File: config.mk
export PLATFORM = sky130hd
export DESIGN_NAME = vortex_launch_ctrl
export DESIGN_NICKNAME = d
export VERILOG_FILES = /design/src/rtl/vortex_launch_ctrl.sv
export SDC_FILE = /design/constraint.sdc
export NUM_CORES = 1
export LEC_CHECK = 0
export ABC_AREA = 1
export BUFFER_PORTS_ARGS = -buffer_cell sky130_fd_sc_hd__buf_4
export CAP_MARGIN = 20
export CELL_PAD_IN_SITES_DETAIL_PLACEMENT = 1
export CELL_PAD_IN_SITES_GLOBAL_PLACEMENT = 1
export CORE_ASPECT_RATIO = 1.1
export CORE_MARGIN = 2
export CORE_UTILIZATION = 43
export DETAILED_ROUTE_END_ITERATION = 8
export PLACE_DENSITY = 0.88
export SLEW_MARGIN = 0
export SYNTH_ARGS = -nofsm -noshare
export SYNTH_HDL_FRONTEND = slang
export SYNTH_SLANG_ARGS = --single-unit
File: constraint.sdc
create_clock -name clk -period 3.88 [get_ports clk]
set_input_delay 0.582 -clock clk [delete_from_list [all_inputs] [get_ports clk]]
set_output_delay 0.582 -clock clk [all_outputs]
set_load 0.01 [all_outputs]
File: src/rtl/vortex_launch_ctrl.sv
// Kernel launch sequencer in front of the Vortex core.
// Accepts one launch descriptor, streams its DCR words to the core while the
// core is held in reset, releases reset, tracks busy through start and
// completion (with start timeout and host abort), then reports a completion
// record over a valid/ready channel.
//
// Ports:
//   clk, reset_n             clock, asynchronous active-low reset
//   launch_valid/ready       descriptor handshake
//   launch_addr/data         NUM_DCRS packed DCR addresses (12b) / data (32b)
//   abort                    host abort of the current run
//   dcr_wr_valid/addr/data   DCR write port to the core
//   vx_reset                 active-high reset to the core
//   busy                     core busy indication
//   done_valid/ready         completion record handshake
//   done_status              00 ok, 10 start timeout, 11 aborted
//   done_cycles              cycles the core spent out of reset
module vortex_launch_ctrl #(
  parameter int unsigned NUM_DCRS      = 4,
  parameter int unsigned START_TIMEOUT = 1024
) (
  input  logic                     clk,
  input  logic                     reset_n,
  input  logic                     launch_valid,
  output logic                     launch_ready,
  input  logic [NUM_DCRS*12-1:0]   launch_addr,
  input  logic [NUM_DCRS*32-1:0]   launch_data,
  input  logic                     abort,
  output logic                     dcr_wr_valid,
  output logic [11:0]              dcr_wr_addr,
  output logic [31:0]              dcr_wr_data,
  output logic                     vx_reset,
  input  logic                     busy,
  output logic                     done_valid,
  input  logic                     done_ready,
  output logic [1:0]               done_status,
  output logic [31:0]              done_cycles
);

  localparam int unsigned AW    = NUM_DCRS * 12;
  localparam int unsigned DW    = NUM_DCRS * 32;
  localparam int unsigned IDX_W = (NUM_DCRS > 1) ? $clog2(NUM_DCRS) : 1;
  localparam int unsigned CNT_W = 32;

  localparam logic [1:0] ST_OK      = 2'b00;
  localparam logic [1:0] ST_TIMEOUT = 2'b10;
  localparam logic [1:0] ST_ABORT   = 2'b11;

  typedef enum logic [2:0] {
    S_IDLE,
    S_CFG,
    S_WAIT_BUSY,
    S_RUN,
    S_DONE
  } state_t;

  state_t             r_state, w_state;
  logic [IDX_W-1:0]   r_idx, w_idx;
  logic [AW-1:0]      r_addr_sh, w_addr_sh;
  logic [DW-1:0]      r_data_sh, w_data_sh;
  logic [CNT_W-1:0]   r_cnt, w_cnt;
  logic [CNT_W-1:0]   w_cnt_inc;

  logic               r_launch_ready, w_launch_ready;
  logic               r_vx_reset, w_vx_reset;
  logic               r_dcr_valid, w_dcr_valid;
  logic [11:0]        r_dcr_addr, w_dcr_addr;
  logic [31:0]        r_dcr_data, w_dcr_data;
  logic               r_done_valid, w_done_valid;
  logic [1:0]         r_done_status, w_done_status;
  logic [CNT_W-1:0]   r_done_cycles, w_done_cycles;

  // Saturating run counter increment; the value reported includes the exit cycle.
  assign w_cnt_inc = (r_cnt == {CNT_W{1'b1}}) ? r_cnt : r_cnt + CNT_W'(1);

  // State register and registered outputs.
  always_ff @(posedge clk or negedge reset_n) begin
    if (!reset_n) begin
      r_state        <= S_IDLE;
      r_idx          <= '0;
      r_addr_sh      <= '0;
      r_data_sh      <= '0;
      r_cnt          <= '0;
      r_launch_ready <= 1'b1;
      r_vx_reset     <= 1'b1;
      r_dcr_valid    <= 1'b0;
      r_dcr_addr     <= '0;
      r_dcr_data     <= '0;
      r_done_valid   <= 1'b0;
      r_done_status  <= ST_OK;
      r_done_cycles  <= '0;
    end else begin
      r_state        <= w_state;
      r_idx          <= w_idx;
      r_addr_sh      <= w_addr_sh;
      r_data_sh      <= w_data_sh;
      r_cnt          <= w_cnt;
      r_launch_ready <= w_launch_ready;
      r_vx_reset     <= w_vx_reset;
      r_dcr_valid    <= w_dcr_valid;
      r_dcr_addr     <= w_dcr_addr;
      r_dcr_data     <= w_dcr_data;
      r_done_valid   <= w_done_valid;
      r_done_status  <= w_done_status;
      r_done_cycles  <= w_done_cycles;
    end
  end

  // Next-state and next-output logic. Outputs are computed for the state being
  // entered so that registering them gives the required cycle alignment.
  always_comb begin
    w_state        = r_state;
    w_idx          = r_idx;
    w_addr_sh      = r_addr_sh;
    w_data_sh      = r_data_sh;
    w_cnt          = r_cnt;
    w_launch_ready = 1'b0;
    w_vx_reset     = 1'b1;
    w_dcr_valid    = 1'b0;
    w_dcr_addr     = '0;
    w_dcr_data     = '0;
    w_done_valid   = r_done_valid;
    w_done_status  = r_done_status;
    w_done_cycles  = r_done_cycles;

    case (r_state)
      S_IDLE: begin
        w_launch_ready = 1'b1;
        if (launch_valid && r_launch_ready) begin
          // Entry 0 goes straight out; the rest are held in shift registers.
          w_state        = S_CFG;
          w_idx          = '0;
          w_cnt          = '0;
          w_launch_ready = 1'b0;
          w_dcr_valid    = 1'b1;
          w_dcr_addr     = launch_addr[11:0];
          w_dcr_data     = launch_data[31:0];
          w_addr_sh      = launch_addr >> 12;
          w_data_sh      = launch_data >> 32;
        end
      end

      S_CFG: begin
        // r_idx is the entry currently on the DCR bus.
        if (r_idx == IDX_W'(NUM_DCRS - 1)) begin
          w_state    = S_WAIT_BUSY;
          w_vx_reset = 1'b0;
        end else begin
          w_idx       = r_idx + IDX_W'(1);
          w_dcr_valid = 1'b1;
          w_dcr_addr  = r_addr_sh[11:0];
          w_dcr_data  = r_data_sh[31:0];
          w_addr_sh   = r_addr_sh >> 12;
          w_data_sh   = r_data_sh >> 32;
        end
      end

      S_WAIT_BUSY: begin
        w_vx_reset = 1'b0;
        w_cnt      = w_cnt_inc;
        if (abort) begin
          w_state       = S_DONE;
          w_vx_reset    = 1'b1;
          w_done_valid  = 1'b1;
          w_done_status = ST_ABORT;
          w_done_cycles = w_cnt_inc;
        end else if (busy) begin
          w_state = S_RUN;
        end else if (w_cnt_inc >= CNT_W'(START_TIMEOUT)) begin
          w_state       = S_DONE;
          w_vx_reset    = 1'b1;
          w_done_valid  = 1'b1;
          w_done_status = ST_TIMEOUT;
          w_done_cycles = w_cnt_inc;
        end
      end

      S_RUN: begin
        w_vx_reset = 1'b0;
        w_cnt      = w_cnt_inc;
        if (abort || !busy) begin
          w_state       = S_DONE;
          w_vx_reset    = 1'b1;
          w_done_valid  = 1'b1;
          w_done_status = abort ? ST_ABORT : ST_OK;
          w_done_cycles = w_cnt_inc;
        end
      end

      S_DONE: begin
        if (r_done_valid && done_ready) begin
          w_state        = S_IDLE;
          w_done_valid   = 1'b0;
          w_launch_ready = 1'b1;
        end
      end

      default: begin
        w_state        = S_IDLE;
        w_launch_ready = 1'b1;
        w_done_valid   = 1'b0;
      end
    endcase
  end

  assign launch_ready = r_launch_ready;
  assign vx_reset     = r_vx_reset;
  assign dcr_wr_valid = r_dcr_valid;
  assign dcr_wr_addr  = r_dcr_addr;
  assign dcr_wr_data  = r_dcr_data;
  assign done_valid   = r_done_valid;
  assign done_status  = r_done_status;
  assign done_cycles  = r_done_cycles;

endmodule

==> summary.txt, run 1 <==
Floorplanning
  • Die area: 28300 sq um
  • Die height: 176 um
  • Num rows: 63
  • Core area: 26700 sq um
  • Die X: 161 um
  • I/O pin count: 264
  • Initial Util: 43.4%

Worst setup path
  • Worst Path Max Fanout: 69
  • Kind of critical path: reg2reg
  • CP max stage delay: 0.60 ns
  • Worst EP required: 4.26 ns
  • Slowest cell on crit path: nand2_4
  • Setup crit end kind: flip-flop
  • Critical Path Source Type: flip-flop
  • Arrival time at the worst endpoint: 3.62 ns
  • CP most frequent cell: nand2_4
  • CP Cell Sequence: ha_1 -> inv_2 -> nor2_4 -> nand2_4 -> nor2_8 -> nand2_4 -> inv_4 -> nor2_1 -> nand2_1 -> nor2_1 -> nand2_1 -> nor2_2 -> nand3_2 -> nand2_4 -> o21ai_0

Place
  • Placed instance area: 13900 sq um
  • Final Wtd Congestion: 0.904
  • Post-Place Cells: 1899
  • Final HPWL DP: 26.9 mm
  • PortBufs: 263

Power and ir drop
  • Static Leak: 6.88 nW
  • PD cells: 787 nW/um^2
  • Worst VDD drop: 0.000477 V

Finish
  • Layout net count: 1756
  • Design Area, Final: 14800 sq um
  • Layout filler cell count: 3143
  • P&R area growth vs syn: 27.7%
  • Layout Cells excl Fill: 1953
  • Share of layout cells above drive strength 1: 23.9%

Timing
  • Total Neg Setup Slack: 0 ns
  • Slew HR: 27.2%
  • Post-route minimum period: 3.24 ns
  • Final setup viols: 0
  • Unrepaired setup endpoints after global routing: no
  • Worst-margin pin slew: 1.09 ns
  • Setup Skew: 0.0122 ns
  • Hold violation count in the final report: 0
  • Max Fclk: 308 MHz
  • Fin Hold WS: 0.0531 ns
  • Tcrit/Tclk final: 83.6%
  • Max-slew violations: 0

Clock network
  • Sink Count: 251
  • Clock slew at reported path FFs: 0.06 ns
  • Clk buf depth: 3
  • Root buffer cell: clkbuf_16
  • Post_cts resized: 0
  • Post-CTS Setup Repair Bufs: 0
  • Hold-fix buffers, CTS: 0
  • TritonCTS clock tree: built
  • Num CTS Buffers: 28
  • Max H-tree Level: 1
  • Clock Latency Late Sink: 0.54 ns

Synth
  • Yosys warns: 0
  • Seq/Total Area, Yosys: 54.2%
  • Top post-synthesis cells by area: dfrtp_1 54%, o21ai_0 9.0%, nand2_1 7.6%, inv_1 5.8%, o211ai_1 5.7%
  • Synthesized flop and latch total: 251
  • Top FF cell, synth: dfrtp_1
  • Dominant cell by count in the synthesized netlist: dfrtp_1
  • Synth cell types: 35
  • Synthesized Nets: 1527
  • Post-synth EDFFs: 0
  • Top cells by count, synth: 249 x dfrtp_1, 236 x nand2_1, 208 x o21ai_0, 180 x inv_1, 117 x nand3_1
  • Area leader, netlist: dfrtp_1
  • Syn Area/Cell: 8.63 sq um
  • Syn Inst Count: 1343
  • Synthesized area: 11600 sq um
  • Share of the synthesized area in the top cell type: 53.7%
  • Asr flop ratio synth: 100%

Global routing
  • Initial antenna violation count: 2
  • Largest net degree at the start of global routing: 130
  • Aggregate global routing overflow: 0
  • First-pass GRT wire length: 61.4 mm
  • Vias in the first global route: 11461
  • GRT Util Overall: 27.3%

Flow run
  • Max Cap Viol: 0

Routing
  • Detailed Route WL: 38.6 mm
  • Vias/cell: 5.36
  • DR iter-0 viols: 558
  • DRC viols: 0
  • Wire length per cell: 19.8 um
  • Antenna-violating nets left: 0
  • Detailed Routing Iterations Pass 1: 5
  • Vias post-DR: 10463

Outcome
  • Status: finished clean

Min path
  • HP Class: in2async
## kinds of logic after synthesis
group	share of synthesized area, %
AND/OR/NAND/NOR	17.8
XOR/XNOR	0.831
flip-flops	54.2
adder cells (fa/ha/maj)	0.216
buffers and inverters	9.12
AO/OA/AOI/OAI	17.8
## layout by cell type (no fill, tap or decap), types with 3 or more instances in the layout
master     count
dfrtp_1      249
nand3_1      117
o21ai_0      208
inv_1        180
a21oi_1       13
nand3_2        4
nor2_1        60
nand4_1        3
o22ai_1       30
nand2_4        8
xor2_1        11
o211ai_1      88
o21ai_2       10
nand2_2        6
nor2_2        13
nand2_1      235
clkbuf_1       7
nor3_1         3
clkbuf_16     29
buf_12         4
inv_2          6
clkinv_2       4
nor2_4         6
clkbuf_8       8
buf_4        273
diode_2        3
## worst paths after layout
kind                                  start             end  slack [ns]  depth (start not counted)
setup / recovery                   r_cnt[0]  done_cycles[7]        0.64                         15
hold / removal                      reset_n  done_cycles[3]        0.05                          1
setup reg to reg                   r_cnt[0]  done_cycles[7]        0.64                         15
hold reg to reg              done_status[0]  done_status[0]        0.48                          2
max in group asynchronous           reset_n    launch_ready        2.93                          2
min in group clk           launch_data[116]   r_data_sh[84]        0.28                          3
## power by group
part           switching [W]  leakage (nW)  internal [W]  total (W)
Sequential          0.000537          3.28       0.00371    0.00425
Combinational        0.00313          3.14       0.00161    0.00474
Clock                0.00108         0.453       0.00158    0.00266
## through the flow
step                util (%)  setup slack, ns  total power [W]
CTS                     55.4            0.634           0.0117
finish                  55.4            0.637           0.0116
global route            55.4            0.355           0.0125
detailed placement      51.9            0.674          0.00897
floorplan                  -             1.61          0.00705
global placement        51.8            0.877          0.00868
## critical path, delay by kind of cell (launching register included)
kind / cells / cell delay, ns
adders and majority gates: 1 / 0.31
and+or+nand+nor: 11 / 1.80
buffers and inverters: 2 / 0.27
AOI/OAI and AO/OA: 1 / 0.20
DFF: 1 / 0.43
## state kept, by name, indices dropped and copies added, names as in the netlist
signal and flops:
r_cnt 32, launch_ready 1, vx_reset 1, dcr_wr_valid 1, r_idx 2, r_data_sh 96
done_cycles 32, done_status 2, dcr_wr_addr 12, r_addr_sh 36, done_valid 1, dcr_wr_data 32
r_state 3
## per-layer routing
layer  share of wire, %  vias up  wire length, um  track usage, %
met5                  0        -                0               0
met4                4.0        0             1560            11.1
li1                   -     4878                -               -
met1                 39     5221            15200            32.4
met2                 51      279            19600            48.4
met3                5.7       85             2190            5.87
## area by class of cell
cell class | instances | area, sq um | share of cell area (%)
diodes | 3 | 7.51 | 0.0507
clock buffers | 44 | 862 | 5.82
clock inverters | 7 | 65.1 | 0.440
inverters | 189 | 717 | 4.84
flip-flops and latches | 251 | 6280 | 42.4
multi-input cells | 823 | 4260 | 28.8
well taps | 357 | 447 | 3.02
repair buffers | 279 | 2160 | 14.6
(Power assumes the default switching activity.)
==> inputs of run 2 (changes only) <==
Settings changed: ABC_AREA 1 to 0, CORE_UTILIZATION 43 to 42, PLACE_DENSITY 0.88 to 0.83.
Clock period 3.88 ns to 3.2 ns, I/O delays scaled along.
==> run 2 against run 1 <==
Net effect:
- clock-buffer cell count rose by 1
- synthesized cell count fell by 25%
- die area fell by 0.35%
- largest cell class unchanged
==> summary.txt, run 2 <==
Place
  • Final HPWL DP: 24.4 mm
  • PortBufs: 263
  • Post-place setup slack: 0.0940 ns
  • Final Wtd Congestion: 0.903

Floorplanning
  • Die height: 176 um
  • Num rows: 62
  • Die X: 160 um
  • Core area: 26300 sq um
  • I/O pin count: 264
  • Die area: 28200 sq um
  • Initial Util: 42.9%

Timing
  • Slew HR: 40.3%
  • Total Neg Setup Slack: 0 ns
  • Hold violation count in the final report: 0
  • Final worst setup slack: 0.102 ns
  • Final setup viols: 0
  • Worst-margin pin slew: 0.891 ns
  • Setup Skew: 0.0143 ns
  • Tcrit/Tclk final: 96.8%
  • Post-route minimum period: 3.10 ns
  • Max-slew violations: 0
  • Max Fclk: 323 MHz

Worst setup path
  • Critical Path Source Type: flip-flop
  • Slowest cell on crit path: or4_4
  • Buf/Inv on CP: 1
  • Arrival time at the worst endpoint: 3.52 ns
  • CP Cell Sequence: nand4_4 -> or4_4 -> o211ai_2 -> xor2_1 -> o21ai_1 -> nor4_4 -> a21oi_4 -> buf_4 -> mux2_4
  • Worst Path Max Fanout: 10
  • Kind of critical path: reg2reg
  • Crit path max-delay family: simple AND/OR/NAND/NOR gates
  • Setup crit end kind: flip-flop
  • CP max stage delay: 0.61 ns
  • Worst EP required: 3.62 ns

Synth
  • Asr flop ratio synth: 100%
  • Syn Area/Cell: 11.2 sq um
  • Area leader, netlist: dfrtp_1
  • Share of the synthesized area in the top cell type: 55.2%
  • Synthesized area: 11300 sq um
  • Dominant cell by count in the synthesized netlist: dfrtp_1
  • Post-synth EDFFs: 0
  • Seq/Total Area, Yosys: 55.7%
  • Top cells by count, synth: 249 x dfrtp_1, 143 x nand2_1, 127 x o21ai_0, 96 x mux2i_1, 89 x a22o_1
  • Top post-synthesis cells by area: dfrtp_1 55%, mux2i_1 8.5%, a22o_1 6.9%, o21ai_0 5.6%, nand2_1 4.8%
  • Syn Inst Count: 1010
  • Top FF cell, synth: dfrtp_1
  • Synthesized Nets: 1194
  • Yosys warns: 0
  • Synth cell types: 59
  • Synthesized flop and latch total: 251

Clock network
  • Clock slew at reported path FFs: 0.06 ns
  • Num CTS Buffers: 28
  • TritonCTS clock tree: built
  • Sink Count: 251
  • Max H-tree Level: 1
  • Root buffer cell: clkbuf_16
  • Clock Latency Late Sink: 0.54 ns
  • Clk buf depth: 3

Routing
  • Detailed Route WL: 35.0 mm
  • Antenna-violating nets left: 0
  • Vias/cell: 5.48
  • DRC viols: 0
  • DR iter-0 viols: 577
  • Wire length per cell: 21.2 um
  • Vias post-DR: 9036
  • Detailed Routing Iterations Pass 1: 4

Flow run
  • Max Cap Viol: 0

Global routing
  • Aggregate global routing overflow: 0
  • GRT Util Overall: 24.6%
  • Initial antenna violation count: 0
  • Largest net degree at the start of global routing: 91
  • First-pass GRT wire length: 55.2 mm
  • Vias in the first global route: 9927

Finish
  • Commonest cells after routing, fill and taps aside: 304 x buf_4, 248 x dfrtp_1, 143 x nand2_1
  • P&R area growth vs syn: 31.5%
  • Share of layout cells above drive strength 1: 31.2%
  • # diodes: 0
  • Most common cell after layout, fill and taps aside: buf_4
  • Layout net count: 1461
  • Top reg by flops: r_data_sh
  • Largest registers: r_data_sh (96), r_addr_sh (36)
  • Max reg flops: 96

Outcome
  • Status: finished clean

Min path
  • HP Class: in2reg

Power and ir drop
  • PD cells: 946 nW/um^2
  • Static Leak: 7.22 nW
  • Worst VDD drop: 0.000799 V
## run 2: stage by stage
stage          total power (W)  hold WS [ns]  cell area, sq um  std cells  utilization, %
2_1_floorplan          0.00855         0.184             11300       1010               -
3_3_place_gp            0.0105         0.454             13800       1592            52.6
3_5_place_dp            0.0108         0.471             13800       1592            52.6
4_1_cts                 0.0141         0.143             14700       1644            56.1
5_1_grt                 0.0149         0.147             14800       1650            56.4
6_report                0.0140         0.162             14800       1650            56.4
## run 2: worst paths after layout
check / startpoint / to / slack (ns) / depth (start not counted)
max: r_cnt[20] / done_cycles[29] / 0.10 / 9
min: launch_addr[38] / r_addr_sh[26] / 0.16 / 2
max reg2reg: r_cnt[20] / done_cycles[29] / 0.10 / 9
min reg2reg: r_idx[1] / r_idx[1] / 0.48 / 2
max in group asynchronous: reset_n / launch_ready / 1.73 / 3
min in group asynchronous: reset_n / done_cycles[2] / 0.57 / 2
## run 2: cell type report
| cell class | count | area (sq um) |
|---|---|---|
| Timing Repair Buffer | 315 | 2480 |
| Multi-Input combinational cell | 668 | 4670 |
| Clock inverter | 6 | 88.8 |
| Tap cell | 352 | 440 |
| Clock buffer | 45 | 826 |
| Fill cell | 2811 | 11500 |
| Inverter | 13 | 48.8 |
| Sequential cell | 251 | 6280 |
## run 2: kinds of logic (layout without fill, tap and decap cells)
family                   after synthesis  in the layout  synth area share, %
multiplexers                         125            125                 12.1
AO/OA/AOI/OAI                        264            264                 15.6
flip-flops                           251            251                 55.7
XOR/XNOR                              30             30                 2.33
buffers and inverters                 91            379                 3.39
adder cells (fa/ha/maj)                2              2                0.222
AND/OR/NAND/NOR                      247            247                 10.7
## run 2: power by group
part / switching [W] / internal (W) / total [W]
sequential: 0.000741 / 0.00439 / 0.00513
clock: 0.00128 / 0.00192 / 0.00321
combinational: 0.00315 / 0.00254 / 0.00569
total: 0.00517 / 0.00885 / 0.0140
## run 2: timing repair
item,in CTS,in global routing
resized for setup,0,5
setup buffers,0,4
endpoints found under the setup margin,0,34
hold endpoints to repair,40,0
hold buffers,1,0
## run 2: metal layers
metal  routed length (um)  global-route usage [%]  vias to the layer above
li1                     -                       -                     4151
met1                13700                    29.3                     4552
met2                17800                    43.7                      271
met3                 2570                    7.04                       62
met4                  916                    6.87                        0
met5                    0                       0                        -
==> inputs of run 3 (changes only) <==
Settings changed: ABC_AREA 0 to 1, CORE_UTILIZATION 42 to 40, RECOVER_POWER set to 50.
Clock period 3.2 ns to 3 ns, I/O delays scaled along.
==> run 3 against run 2 <==
Net effect:
- the run now ends with max-capacitance violations, max-slew violations left
- die area grew 7.7%
- register-to-register slack gained 0.14 ns
- wire length grew 11%
- critical endpoint is now done_cycles[13]
- critical path type unchanged
- sequential power grew 6.4%
==> summary.txt, run 3 (synthesis results as in run 1) <==
Finish
  • Share of layout cells above drive strength 1: 22.2%
  • Most common cell after layout, fill and taps aside: dfrtp_1
  • Commonest cells after routing, fill and taps aside: 249 x dfrtp_1, 235 x nand2_1, 235 x buf_4
  • P&R area growth vs syn: 27.6%
  • Layout filler cell count: 3421
  • Largest registers: r_data_sh (96), r_addr_sh (36)
  • Top reg by flops: r_data_sh
  • Layout net count: 1764
  • Area occupied by multi-input gates: 4260 sq um
  • Max reg flops: 96
  • Layout Cells excl Fill: 1973
  • Design Area, Final: 14800 sq um
  • Sequential cell area: 6280 sq um

Power and ir drop
  • Worst VDD drop: 0.000559 V
  • Internal: 0.00889 W
  • Seq pwr share: 36.3%
  • Net switching power figure: 0.00614 W
  • PD cells: 1020 nW/um^2
  • Clk pwr share: 23.3%
  • Sw frac: 40.8%
  • Comb power frac: 40.4%
  • Static Leak: 6.78 nW

Clock network
  • Sink Count: 251
  • Clock slew at reported path FFs: 0.06 ns
  • Max H-tree Level: 1
  • Clock Latency Late Sink: 0.54 ns
  • Root buffer cell: clkbuf_16
  • Post-CTS Setup Repair Bufs: 0
  • TritonCTS clock tree: built
  • Clk buf depth: 3
  • Num CTS Buffers: 28

Worst setup path
  • Reg2reg end: done_cycles[13]
  • CP Cell Sequence: ha_2 -> inv_2 -> nor2_4 -> nand2_4 -> nor2_8 -> nand2_4 -> inv_4 -> nor2_1 -> nand2_1 -> nor2_1 -> nand2_1 -> nor2_2 -> nand3_2 -> nand2_4 -> buf_12 -> o21ai_0
  • Buf/Inv on CP: 3
  • CP max stage delay: 0.43 ns
  • Crit path max-delay family: simple AND/OR/NAND/NOR gates
  • Reg2reg path depth: 16
  • Arrival time at the worst endpoint: 3.18 ns
  • Critical Path Source Type: flip-flop
  • R2R setup slack: 0.24 ns
  • Reg2reg start: r_cnt[0]
  • Setup crit end kind: flip-flop
  • Slowest cell on crit path: dfrtp_1
  • Kind of critical path: reg2reg
  • Worst EP required: 3.41 ns
  • Worst Path Max Fanout: 36
  • CP most frequent cell: nand2_4

Place
  • PortBufs: 263
  • Final HPWL DP: 27.1 mm
  • Placed instance area: 14000 sq um
  • Post-Place Cells: 1917
  • Final Wtd Congestion: 0.893

Flow run
  • Max Cap Viol: 1

Routing
  • Antenna-violating nets left: 0
  • Detailed Route WL: 38.8 mm
  • Wire length per cell: 19.6 um
  • Vias post-DR: 10471
  • Vias/cell: 5.31
  • DR iter-0 viols: 487
  • DRC viols: 0
  • Detailed Routing Iterations Pass 1: 4

Timing
  • Post-route minimum period: 2.76 ns
  • Slew HR: -22.0%
  • Total Neg Setup Slack: 0 ns
  • Max-slew violations: 68
  • Fin Hold WS: 0.139 ns
  • Max Fclk: 362 MHz
  • Setup Skew: 0.0149 ns
  • Tcrit/Tclk final: 92.1%
  • Unrepaired setup endpoints after global routing: no
  • Hold violation count in the final report: 0
  • Worst-margin pin slew: 1.83 ns
  • Final setup viols: 0

Floorplanning
  • I/O pin count: 264
  • Die area: 30400 sq um
  • Initial Util: 40.5%
  • Core area: 28600 sq um
  • Num rows: 65
  • Die X: 166 um
  • Die height: 183 um

Outcome
  • Status: finished with violations
  • Failing checks: max-capacitance violations, max-slew violations

Min path
  • Hold path endpoint: r_data_sh[75]
  • Hold depth: 3
  • Critical hold path startpoint: launch_data[107]
  • HP Class: in2reg

Global routing
  • GRT Util Overall: 25.5%
  • First-pass GRT wire length: 62.1 mm
  • Initial antenna violation count: 3
  • Aggregate global routing overflow: 0
  • Largest net degree at the start of global routing: 95
  • Vias in the first global route: 11508
-- run 3: metal layers --
metal | up-vias | track usage (%) | share of wire (%)
li1 | 4904 | - | -
met1 | 5200 | 30.5 | 40
met2 | 270 | 44.3 | 49
met3 | 97 | 6.29 | 6.2
met4 | 0 | 10.4 | 4.6
met5 | - | 0 | 0
-- run 3: worst min-delay path: cells and delay by family --
kind | cells | cell delay [ns]
buf+inv | 1 | 0.08
simple gates | 1 | 0.06
compound gates | 1 | 0.06
-- run 3: worst max path at each step --
stage / start / end / depth (start not counted)
after floorplan: r_cnt[0] / done_cycles[0] / 15
after detailed placement: r_cnt[0] / done_cycles[12] / 16
after global routing: r_cnt[9] / done_cycles[25] / 15
after global placement: r_cnt[0] / done_cycles[27] / 17
after CTS: r_cnt[0] / done_cycles[12] / 16
final: r_cnt[0] / done_cycles[13] / 16
-- run 3: area by class of cell --
cell class / count / area share (%)
timing repair buffer: 287 / 14.3
tap: 368 / 3.11
inverter: 189 / 4.83
antenna: 3 / 0.0507
clock buffer: 37 / 5.45
clock inverter: 15 / 0.964
multi-input combinational: 823 / 28.8
sequential: 251 / 42.5
-- run 3: metrics by stage --
step / setup WS [ns] / util [%] / total power (W)
4_1_cts: 0.107 / 52.3 / 0.0154
6_report: 0.237 / 51.7 / 0.0150
3_3_place_gp: 0.407 / 48.9 / 0.0114
3_5_place_dp: 0.150 / 48.9 / 0.0117
5_1_grt: 0.000350 / 51.7 / 0.0162
2_1_floorplan: 0.733 / - / 0.00912
-- run 3: power by group through the flow --
stage	combinational, W	clock, W	sequential (W)
final	0.00607	0.00350	0.00546
after global placement	0.00597	0	0.00544
after detailed placement	0.00621	0	0.00550
after global routing	0.00683	0.00374	0.00561
after CTS	0.00631	0.00358	0.00547
after floorplan	0.00358	0	0.00554
-- run 3: timing repair --
action / 4_1_cts / 5_1_grt
hold buffers: 1 / 0
hold endpoints to repair: 64 / 0
resized for setup: 0 / 2
endpoints found under the setup margin: 0 / 4
